===== src/rtl/bus_master_arbiter.sv =====
// bus_master_arbiter: round-robin owner of the shared serial-bus master port.
// Optional BUSY watchdog is built when BUS_ARB_TIMEOUT_EN is defined.
module bus_master_arbiter #(
  parameter int NUM_REQ        = 2,
  parameter int DATA_W         = 8,
  parameter int GAP_CYCLES     = 2,
  parameter int TIMEOUT_CYCLES = 1000
) (
  input  logic                       clk,
  input  logic                       reset,
  input  logic [NUM_REQ-1:0]         req_valid,
  input  logic [2*NUM_REQ-1:0]       req_instr,
  input  logic [DATA_W*NUM_REQ-1:0]  req_data,
  output logic [NUM_REQ-1:0]         req_grant,
  output logic [NUM_REQ-1:0]         req_done,
  output logic [NUM_REQ-1:0]         req_error,
  output logic [1:0]                 m_instruction,
  output logic [DATA_W-1:0]          m_data_out,
  input  logic                       m_tx_done,
  output logic                       busy
);

  localparam int IW = (NUM_REQ > 1) ? $clog2(NUM_REQ) : 1;
  localparam int GW = (GAP_CYCLES > 0) ? $clog2(GAP_CYCLES + 1) : 1;

  typedef enum logic [1:0] {IDLE, BUSY, GAP} state_t;

  state_t              state_q, state_d;
  logic [IW-1:0]       rr_q, rr_d;
  logic [IW-1:0]       own_q, own_d;
  logic [GW-1:0]       gap_q, gap_d;
  logic [NUM_REQ-1:0]  grant_q, grant_d;
  logic [NUM_REQ-1:0]  done_q, done_d;
  logic [NUM_REQ-1:0]  err_q, err_d;
  logic [1:0]          instr_q, instr_d;
  logic [DATA_W-1:0]   data_q, data_d;
  logic [NUM_REQ-1:0]  elig;
  logic                found;
  logic [IW-1:0]       win;
  logic                expire;
  int                  idx;

  always_comb begin
    elig = '0;
    for (int i = 0; i < NUM_REQ; i++)
      elig[i] = req_valid[i] && (req_instr[2*i +: 2] != 2'b00);
  end

  // first eligible index at or above the rr pointer, wrapping
  always_comb begin
    found = 1'b0;
    win   = '0;
    idx   = 0;
    for (int k = 0; k < NUM_REQ; k++) begin
      idx = int'(rr_q) + k;
      if (idx >= NUM_REQ)
        idx = idx - NUM_REQ;
      if (!found && elig[idx]) begin
        found = 1'b1;
        win   = IW'(idx);
      end
    end
  end

`ifdef BUS_ARB_TIMEOUT_EN
  localparam int TW = $clog2(TIMEOUT_CYCLES + 1);
  logic [TW-1:0] to_q, to_d;

  always_comb begin
    to_d   = '0;
    expire = 1'b0;
    if (state_q == BUSY) begin
      to_d   = to_q + 1'b1;
      expire = !m_tx_done && (int'(to_q) == TIMEOUT_CYCLES - 1);
    end
  end

  always_ff @(posedge clk or posedge reset) begin
    if (reset)
      to_q <= '0;
    else
      to_q <= to_d;
  end
`else
  logic unused_to;
  assign unused_to = ^TIMEOUT_CYCLES;
  assign expire    = 1'b0;
`endif

  always_comb begin
    state_d = state_q;
    rr_d    = rr_q;
    own_d   = own_q;
    gap_d   = gap_q;
    grant_d = grant_q;
    instr_d = instr_q;
    data_d  = data_q;
    done_d  = '0;
    err_d   = '0;
    unique case (state_q)
      IDLE: begin
        if (found) begin
          own_d   = win;
          grant_d = NUM_REQ'(1) << win;
          instr_d = req_instr[2*win +: 2];
          data_d  = req_data[DATA_W*win +: DATA_W];
          state_d = BUSY;
        end
      end
      BUSY: begin
        if (m_tx_done || expire) begin
          grant_d = '0;
          instr_d = 2'b00;
          data_d  = '0;
          if (m_tx_done)
            done_d[own_q] = 1'b1;
          else
            err_d[own_q] = 1'b1;
          rr_d    = (int'(own_q) == NUM_REQ - 1) ? '0 : own_q + 1'b1;
          gap_d   = '0;
          state_d = (GAP_CYCLES > 0) ? GAP : IDLE;
        end
      end
      GAP: begin
        if (int'(gap_q) == GAP_CYCLES - 1)
          state_d = IDLE;
        else
          gap_d = gap_q + 1'b1;
      end
      default: state_d = IDLE;
    endcase
  end

  always_ff @(posedge clk or posedge reset) begin
    if (reset) begin
      state_q <= IDLE;
      rr_q    <= '0;
      own_q   <= '0;
      gap_q   <= '0;
      grant_q <= '0;
      done_q  <= '0;
      err_q   <= '0;
      instr_q <= 2'b00;
      data_q  <= '0;
    end else begin
      state_q <= state_d;
      rr_q    <= rr_d;
      own_q   <= own_d;
      gap_q   <= gap_d;
      grant_q <= grant_d;
      done_q  <= done_d;
      err_q   <= err_d;
      instr_q <= instr_d;
      data_q  <= data_d;
    end
  end

  assign req_grant     = grant_q;
  assign req_done      = done_q;
  assign req_error     = err_q;
  assign m_instruction = instr_q;
  assign m_data_out    = data_q;
  assign busy          = (state_q != IDLE);

endmodule


===== config.mk =====
export PLATFORM = sky130hd
export DESIGN_NAME = bus_master_arbiter
export DESIGN_NICKNAME = d
export VERILOG_FILES = /design/src/rtl/bus_master_arbiter.sv
export SDC_FILE = /design/constraint.sdc
export NUM_CORES = 1
export LEC_CHECK = 0
export ABC_CLOCK_PERIOD_IN_PS = 1460
export CAP_MARGIN = 20
export CORE_UTILIZATION = 64
export CTS_BUF_LIST = sky130_fd_sc_hd__clkbuf_4
export CTS_CLUSTER_DIAMETER = 150
export DETAILED_ROUTE_END_ITERATION = 8
export DONT_BUFFER_PORTS = 1
export PLACE_DENSITY = 0.89
export SLEW_MARGIN = 10
export SYNTH_ARGS = -nofsm -noshare
export SYNTH_HDL_FRONTEND = slang
export SYNTH_SLANG_ARGS = --single-unit

===== constraint.sdc =====
create_clock -name clk -period 1.46 [get_ports clk]
set_input_delay 0.365 -clock clk [delete_from_list [all_inputs] [get_ports clk]]
set_output_delay 0.365 -clock clk [all_outputs]
set_load 0.02 [all_outputs]

==> results.txt <==
Tightest Hold Check Type -> input port to flop
area growth from synthesis to layout -> 10.3%
Clock Tree Root -> clkbuf_4
remaining antenna violation count -> 0
synthesized area -> 1050 sq um
CP max FO -> 4
worst-case clock buffer depth -> 2
Slowest cell on crit path -> dfrtp_2
met2 WL post-DR -> 1090 um
WL final -> 2060 um
initial DRC count -> 15
Post-route DRC -> 0
Final Slew Violations -> 0
#FFs+latches synth -> 20
H-tree lvl count -> 1
Rows -> 14
Cell variety after synth -> 29
period utilization -> 97.4%
diode count -> 0
largest family of logic cells by synthesized area -> compound AO/OA/AOI/OAI gates
highest metal used -> met4
fillcell total -> 101
Syn. warnings -> 0
Post-DP Area -> 1080 sq um
detailed-route via count -> 804
CP max stage delay -> 0.46 ns
post-synthesis area per instance -> 9.97 sq um
critical path data required time -> 1.10 ns
Via-to-Cell Ratio -> 6.23
commonest non-fill, non-tap cells in the layout -> inv_1 (25), dfrtp_1 (19), nand4_1 (10), buf_4 (10), o221ai_2 (8)
Final Hold Viols -> 0
CTS Sinks -> 20
GRT Total Usage -> 24.4%
wire per inst -> 16.0 um
clk slew on worst S/H paths -> 0.11 ns
I/O Buffers -> 0
initial antenna violation count -> 0
peak supply drop -> 1.03 mV
Buf/Inv on CP -> 2
status -> completed
DR pass1 iterations -> 4
HPWL after DPL -> 1440 um
Initial Util -> 68.7%
Post-synth EDFFs -> 0
Die H -> 42.5 um
setup_tns -> 0 ns
Final min period -> 1.42 ns
relative slew slack -> 64.6%
Mapped Cells -> 105
first-pass GRT wire length -> 3390 um
complex-gate fraction of the synthesized area -> 24.0%
critical path arrival -> 1.06 ns
Post-Layout Inst Area -> 1150 sq um
fraction of layout cells with a size suffix above 1 -> 25.7%
CORE AREA -> 1520 sq um
Slew @ Worst Pin -> 0.529 ns
Startpoint Class -> flop
fin nets -> 140
post-synthesis sequential area ratio -> 47.8%
Chip Width -> 42.5 um
met3 wire len -> 172 um
mux contribution to synthesized area -> 0%
grt ovf -> 0
Ports -> 42
commonest non-fill, non-tap cell in the layout -> inv_1
Setup violations, final -> 0
Max Cap Viol -> 0
gpl congestion -> 0.797
full die area -> 1800 sq um
Async SR Flop Fraction -> 100%
CTS Buf Count -> 3
CP Cell Sequence -> nor2_4 > buf_4 > inv_2
M1 wire length -> 771 um
vias in the first global route -> 839
Synth Area in Adders -> 1.19%
Util after Layout -> 75.8%
Clock Skew -> 0.00426 ns
post-synthesis xor/xnor area fraction -> 0%
PD cells -> 2040 nW/um^2
Worst-Skew Late Latency -> 0.30 ns
Post-Synth Simple-Gate Area -> 12.8%
Peak Freq -> 703 MHz
largest net degree at the start of global routing -> 21
nature of the critical path endpoint -> output pin
CTS tree -> yes
P_leak -> 0.552 nW
family with the most delay on the worst path -> flip-flops
critical setup path kind -> flop to output pin
ys flop type -> dfrtp_1
[through the flow]
stage          hold slack [ns]  total power [W]  std cells  setup slack, ns
6_report                 0.229          0.00236        129           0.0379
5_1_grt                  0.233          0.00251        129          -0.0205
4_1_cts                  0.224          0.00232        129           0.0203
3_5_place_dp             0.294          0.00199        122           -0.138
3_3_place_gp             0.293          0.00194        122          -0.0804
2_1_floorplan            0.329          0.00179        106          0.00301
[logic make-up (layout without fill, tap and decap cells)]
| logic type | after synthesis | in the layout |
|---|---|---|
| AND/OR/NAND/NOR | 24 | 24 |
| buffers and inverters | 34 | 41 |
| other | 1 | 2 |
| AO/OA/AOI/OAI | 25 | 25 |
| flip-flops | 20 | 20 |
| adder cells (fa/ha/maj) | 1 | 1 |
[path summary, 6_finish.rpt]
check                           depth (start not counted)                           end  slack [ns]                    from
worst max-delay path                                    3                          busy        0.04  state_q[0]$_DFFE_PP0P_
min in group asynchronous                               3  m_instruction[0]$_DFFE_PP0P_        0.51                   reset
max in group asynchronous                               3        state_q[0]$_DFFE_PP0P_        0.72                   reset
worst min-delay path                                    2     m_data_out[6]$_DFFE_PP0P_        0.23             req_data[6]
worst max register to register                          5     m_data_out[0]$_DFFE_PP0P_        0.05  state_q[0]$_DFFE_PP0P_
worst min register to register                          1         req_done[0]$_DFF_PP0_        0.48       own_q$_DFFE_PP0P_
[cells in the mapped netlist (3+ instances only)]
master | n | area (sq um)
clkbuf_1 | 3 | 11.3
dfrtp_1 | 20 | 500
inv_1 | 26 | 97.6
nand4_1 | 10 | 62.6
nor2_1 | 5 | 18.8
o221ai_2 | 8 | 120
[worst register-to-register path: cells and delay by family (launching register included)]
kind	cells	cell delay, ns
buffers and inverters	2	0.39
and+or+nand+nor	1	0.11
AOI/OAI and AO/OA	2	0.39
DFF	1	0.46
[what timing repair did]
| action | in CTS | in global routing |
|---|---|---|
| endpoints found under the hold margin | 20 | 0 |
| hold buffers | 1 | 0 |
| resized for setup | 3 | 3 |
| pin swaps | 1 | 0 |
| setup endpoints to repair | 11 | 4 |
| buffers inserted | 2 | 0 |
[layout make-up]
| class | instances | area, sq um | area share, % |
|---|---|---|---|
| sequential | 20 | 502 | 43.4 |
| multi-input combinational | 52 | 424 | 36.7 |
| inverter | 26 | 97.6 | 8.45 |
| timing repair buffer | 11 | 85.1 | 7.37 |
| clock buffer | 3 | 22.5 | 1.95 |
| tap | 16 | 20.0 | 1.73 |
| clock inverter | 1 | 3.75 | 0.325 |
[per-layer routing]
metal | up-vias | GRT usage, %
li1 | 376 | -
met1 | 389 | 27.9
met2 | 36 | 41.5
met3 | 3 | 6.90
met4 | 0 | 11.9
met5 | - | 0
[power by group]
| group | total [W] | leakage (nW) | switching, W | internal [W] |
|---|---|---|---|---|
| Combinational | 0.000979 | 0.282 | 0.000540 | 0.000440 |
| Clock | 0.000266 | 0.0154 | 0.000166 | 0.0000997 |
| Sequential | 0.00111 | 0.255 | 0.000342 | 0.000771 |
[sequential cells by signal, summed over array words and instances (netlist names)]
signal,cells
m_instruction,2
state_q,2
m_data_out,8
own_q,1
rr_q,1
gap_q,2
req_done,2
req_grant,2
Note: power is estimated with default switching activity, not from simulation.
